$ cat src/rtl/controle_de_senha.sv
// Password lock controller: programmable 3-bit code, limited wrong attempts,
// timed lockout. All outputs are registered from the next-state logic.
module controle_de_senha #(
    parameter int MAX_TRIES   = 3,
    parameter int LOCK_CYCLES = 8
) (
    input  logic       CLK,
    input  logic       RST,
    input  logic       PROG,
    input  logic       TRY,
    input  logic [2:0] CODE,
    output logic       READY,
    output logic       OPEN,
    output logic       ERRO,
    output logic       BLOQ,
    output logic [1:0] TENT
);

    typedef enum logic [1:0] {
        SEM_SENHA = 2'd0,
        ARMADO    = 2'd1,
        ABERTO    = 2'd2,
        BLOQUEADO = 2'd3
    } state_t;

    localparam logic [1:0] TENT_MAX  = 2'(MAX_TRIES);
    localparam logic [7:0] LOCK_LOAD = 8'(LOCK_CYCLES - 1);

    state_t     r_state;
    logic [2:0] r_senha;
    logic [1:0] r_tent;
    logic [7:0] r_cnt;
    logic       r_open;
    logic       r_erro;
    logic       r_bloq;
    logic       r_ready;

    state_t     w_state_next;
    logic [2:0] w_senha_next;
    logic [1:0] w_tent_next;
    logic [7:0] w_cnt_next;
    logic       w_erro_next;

    always_comb begin
        w_state_next = r_state;
        w_senha_next = r_senha;
        w_tent_next  = r_tent;
        w_cnt_next   = r_cnt;
        w_erro_next  = 1'b0;
        case (r_state)
            SEM_SENHA: begin
                if (PROG) begin
                    w_senha_next = CODE;
                    w_state_next = ARMADO;
                end
            end
            ARMADO: begin
                if (TRY) begin
                    if (CODE == r_senha) begin
                        w_state_next = ABERTO;
                        w_tent_next  = TENT_MAX;
                    end else begin
                        w_erro_next = 1'b1;
                        // Last remaining attempt consumed: lock and saturate at zero.
                        if (r_tent <= 2'd1) begin
                            w_tent_next  = 2'd0;
                            w_cnt_next   = LOCK_LOAD;
                            w_state_next = BLOQUEADO;
                        end else begin
                            w_tent_next = r_tent - 2'd1;
                        end
                    end
                end
            end
            ABERTO: begin
                if (PROG) begin
                    w_senha_next = CODE;
                    w_state_next = ARMADO;
                end else if (TRY) begin
                    w_state_next = ARMADO;
                end
            end
            BLOQUEADO: begin
                // Counter is loaded with LOCK_CYCLES-1 so BLOQ spans exactly LOCK_CYCLES cycles.
                if (r_cnt == 8'd0) begin
                    w_state_next = ARMADO;
                    w_tent_next  = TENT_MAX;
                end else begin
                    w_cnt_next = r_cnt - 8'd1;
                end
            end
            default: w_state_next = SEM_SENHA;
        endcase
    end

    always_ff @(posedge CLK or posedge RST) begin
        if (RST) begin
            r_state <= SEM_SENHA;
            r_senha <= 3'b000;
            r_tent  <= TENT_MAX;
            r_cnt   <= 8'd0;
            r_open  <= 1'b0;
            r_erro  <= 1'b0;
            r_bloq  <= 1'b0;
            r_ready <= 1'b1;
        end else begin
            r_state <= w_state_next;
            r_senha <= w_senha_next;
            r_tent  <= w_tent_next;
            r_cnt   <= w_cnt_next;
            r_open  <= (w_state_next == ABERTO);
            r_erro  <= w_erro_next;
            r_bloq  <= (w_state_next == BLOQUEADO);
            r_ready <= (w_state_next != BLOQUEADO);
        end
    end

    assign READY = r_ready;
    assign OPEN  = r_open;
    assign ERRO  = r_erro;
    assign BLOQ  = r_bloq;
    assign TENT  = r_tent;

endmodule

$ cat config.mk
export PLATFORM = sky130hd
export DESIGN_NAME = controle_de_senha
export DESIGN_NICKNAME = d
export VERILOG_FILES = /design/src/rtl/controle_de_senha.sv
export SDC_FILE = /design/constraint.sdc
export NUM_CORES = 1
export LEC_CHECK = 0
export BUFFER_PORTS_ARGS = -buffer_cell sky130_fd_sc_hd__buf_4
export CAP_MARGIN = 20
export CORE_MARGIN = 2
export CORE_UTILIZATION = 50
export CTS_CLUSTER_DIAMETER = 200
export DETAILED_ROUTE_END_ITERATION = 10
export GPL_TIMING_DRIVEN = 0
export PLACE_DENSITY = 0.72
export SLEW_MARGIN = 20
export SYNTH_ARGS = -nofsm -noshare
export SYNTH_HDL_FRONTEND = slang
export SYNTH_SLANG_ARGS = --single-unit
$ cat constraint.sdc
create_clock -name CLK -period 2.33 [get_ports CLK]
set_clock_uncertainty 0.2 [all_clocks]
set_input_delay 0.233 -clock CLK [delete_from_list [all_inputs] [get_ports CLK]]
set_output_delay 0.233 -clock CLK [all_outputs]
set_load 0.005 [all_outputs]
* Yosys cells after proc, flatten, opt, wreduce, memory -nomap -nowiden *
Index checks and enable logic that the tools add are counted.
Widths: inputs -> output; s select.

cells by class
  $add $sub $neg = 2
  $lt $le $gt $ge = 1
  equality and inequality tests = 12
  mux-type cells = 21
  reductions and logical operators = 7

operator list
  cell                 count
  $mux 8               4
  $mux 2               11
  $pmux 8 s2           1
  $ne 2x2->1 const B   6
  $eq 2x2->1 const B   4
  $logic_not 8->1      1
  $pmux 2 s4           1
  $sub 8x1->8 const B  1
  $reduce_and 5->1     1
  $pmux 2 s2           1
  $eq 3x3->1           1
  $mux 1               3
  $reduce_and 3->1     1
  $eq 2x1->1 const B   1
  $le 2x1->1 const B   1
  $logic_not 2->1      1
  $reduce_and 2->1     1
  $reduce_bool 2->1    1
  $reduce_or 2->1      1
  $sub 2x1->2 const B  1

word-level totals
  register bits = 19
  bits of input ports = 7
  word-level logic and storage cells = 51

* Depth between registers and ports, before layout *
  word-level depth = 6
  gate-level depth with buffers = 7
  mapped depth without buffers = 7

* Worst setup path before layout *
No wires, ideal clock.

  path kind = register to register
  start point = reg r_cnt[0]
  end point = reg r_cnt[6]
  library setup time = 124 ps
  arrival time = 1460 ps
  data required time = 2006 ps
  path slack = 546 ps
  cell stages (with the launch flop) = 8
  buffers on the path = 0
  clock period less this slack = 1784 ps
  cell sequence = dfrtp_1 -> inv_1 -> ha_1 -> nor4b_4 -> a21oi_2 -> a21o_4 -> inv_4 -> a211o_1

on the way
  word-level cells in the longest chain between the ends = 3
  elaborated cells on any way between the ends = 6

ends and longest elaborated chain
  what                                            RTL line  text
  start: declaration                              32        logic [7:0] r_cnt;
  start signal: assignment                        110       r_cnt <= w_cnt_next;
  $sub 8x1->8 or $logic_not 8->1 (tied branches)  89, 85
  $mux 8 or $ne 2x2->1 (tied branches)            n/a
  $pmux 8 s2 or $reduce_and 5->1 (tied branches)  n/a

Parallel ways exist; a longest one is shown, timed or not. The select of a mux whose other input is x is not followed.
A chain may end at the register's enable or synchronous reset.

* Final worst setup path *
  start point = reg r_cnt[1]
  end point = reg r_cnt[6]

Same word-level chain as after synthesis.

==> impl_metrics.env <==
export IMPL_hold_slack_ps=31.4
export IMPL_htreeDepth=1
export IMPL_reg2reg_setup_slack_ps=320
export IMPL_syn2layout_area_growth_pct=18.3
export IMPL_synth_cells=99
export IMPL_cp_end_kind="flop"
export IMPL_layout_worst_path_cycle_share=0.865
export IMPL_cts_buffer_depth=2
export IMPL_clock_sinks=19
export IMPL_gr_total_overflow=0
export IMPL_synthesis_nets=108
export IMPL_cts_resized=0
export IMPL_cts_setup_buffers=0
export IMPL_avgSynthCellArea_um2=10.5
export IMPL_diodes=0
export IMPL_cts_tree="yes"
export IMPL_gp_congestion=0.836
export IMPL_route_vias_total=807
export IMPL_io_pins=13
export IMPL_final_common_cell="dfrtp_1"
export IMPL_ys_ff_latch=19
export IMPL_drtIter0Drc=15
export IMPL_antenna_left=0
export IMPL_stdcell_area_um2=1230
export IMPL_cts_made_buffers=3
export IMPL_die_area_um2=2460
export IMPL_fillers=178
export IMPL_grt_max_degree=20
export IMPL_first_pass_iters=4
export IMPL_synth_distinct_cells=46
export IMPL_initial_utilization=0.530
export IMPL_fin_total_pwr_uw=1530
export IMPL_yosysWarnings=0
export IMPL_most_common_layout_cells="16 x dfrtp_1, 13 x buf_4, 10 x inv_1, 8 x a21oi_1, 8 x nand2_1"
export IMPL_arrival_ps=2010
export IMPL_placementRows=16
export IMPL_worst_pin_slew_ps=682
export IMPL_fin_crit_ps=2010
export IMPL_cts_root_buf="clkbuf_4"
export IMPL_cp_required_ps=2320
export IMPL_power_leakage_uw=0.000558
export IMPL_grt_pass1_wl_mm=3.32
export IMPL_finalSetupTns_ps=0
export IMPL_netlist_area_um2=1040
export IMPL_detailed_place_area_um2=1160
export IMPL_synthArstFlopShare=1.00
export IMPL_hold_viol_final=0
export IMPL_path_clk_slew_ps=100
export IMPL_p_per_area_nw_per_um2=1250
export IMPL_clk_latency_ps=300
export IMPL_die_h_um=49.6
export IMPL_grt_setup_unrepaired="no"
export IMPL_vdd_ir_drop_max_mv=0.699
export IMPL_vias_per_cell=5.53
export IMPL_status="finished, final reports clean"
export IMPL_path_max_fanout=6
export IMPL_fin_util=0.627
export IMPL_drc=0
export IMPL_ys_flop_type="dfrtp_1"
export IMPL_synth_edf_count=0
export IMPL_cp_start_kind="flop"
export IMPL_drv_slew=0
export IMPL_setup_viol=0
export IMPL_drv_cap=0
export IMPL_postCtsHoldBufs=4
export IMPL_wirelength_mm=1.88
export IMPL_core_area_um2=1960
export IMPL_antenna_found_initial=0
export IMPL_drive_above_1_share=0.286
export IMPL_die_x_um=49.6
export IMPL_slew_headroom=0.545
export IMPL_wl_per_cell_um=12.9
export IMPL_worstSetupPathType="reg2reg"
export IMPL_track_usage=0.174
export IMPL_fin_nets=129
export IMPL_hp_class="in2reg"
export IMPL_hpwl_mm=1.38
export IMPL_port_buffers=12
export IMPL_fmax_mhz=496
export IMPL_grt_pass1_vias=772
export IMPL_ys_seq_area_frac=0.461
==> cells by family after synthesis <==
| logic type | Yosys count | share of synthesized area |
|---|---|---|
| AOI/OAI and AO/OA | 29 | 0.213 |
| xor gates and xnor gates | 3 | 0.0253 |
| adders and majority gates | 2 | 0.0241 |
| buffers and inverters | 13 | 0.0542 |
| DFF | 19 | 0.461 |
| muxes | 4 | 0.0421 |
| and+or+nand+nor | 29 | 0.181 |
==> Yosys cell counts, drive strengths merged, types with 2 or more instances <==
cell    instances  area, µm²
and3            3       18.8
dfstp           3       78.8
xnor2           3       26.3
nor2            3       11.3
a31oi           3       18.8
nand3           2       15.0
mux2            3       33.8
a21o            2       22.5
dfrtp          16        400
ha              2       25.0
and2            2       15.0
o21a            2       15.0
inv            11       43.8
a311oi          2       23.8
nand2           9       36.3
nor3            3       20.0
a21oi           9       48.8
==> power breakdown <==
| group | internal (µW) | switching [µW] | total [µW] |
|---|---|---|---|
| sequential | 488 | 134 | 622 |
| combinational | 356 | 387 | 743 |
| clock | 66.8 | 99.2 | 166 |
| total | 911 | 620 | 1530 |
==> per-stage QoR <==
stage / setup slack [ps] / cells
2_1_floorplan: 546 / 99
3_3_place_gp: 380 / 138
3_5_place_dp: 337 / 138
4_1_cts: 322 / 146
5_1_grt: 238 / 146
6_report: 315 / 146
==> final timing paths <==
path                          start        to  cells past startpoint
setup / recovery           r_cnt[1]  r_cnt[6]                      7
hold / removal                  TRY      OPEN                      3
setup reg to reg           r_cnt[1]  r_cnt[6]                      7
hold reg to reg             TENT[0]   TENT[1]                      2
max in group asynchronous       RST  r_cnt[4]                      3
min in group asynchronous       RST      ERRO                      3
==> critical path, stage by stage (launching register included) <==
cell and delay (ps):
dfrtp_1 410, inv_1 90, ha_1 230, nor4b_4 160, a21oi_2 320, a21o_4 180, inv_4 50, a211o_1 280
==> sequential cells by signal, indices dropped and copies added, names as in the netlist <==
name	count
TENT	2
r_cnt	8
ERRO	1
r_state	2
r_senha	3
BLOQ	1
OPEN	1
READY	1
==> cell type report <==
cell class / count / area, µm² / share of cell area
plain buffers: 2 / 12.5 / 0.0102
clock buffers: 4 / 26.3 / 0.0214
inverters: 11 / 43.8 / 0.0356
multi-input cells: 67 / 504 / 0.410
flip-flops and latches: 19 / 479 / 0.390
well taps: 27 / 33.8 / 0.0275
repair buffers: 16 / 130 / 0.106
==> metal layers <==
metal	share of wire	global-route usage	vias to the layer above
li1	-	-	397
met1	0.47	0.228	393
met2	0.48	0.287	15
met3	0.037	0.0364	2
met4	0.014	0.0556	0
met5	0	0	-
(Power assumes the default switching activity.)
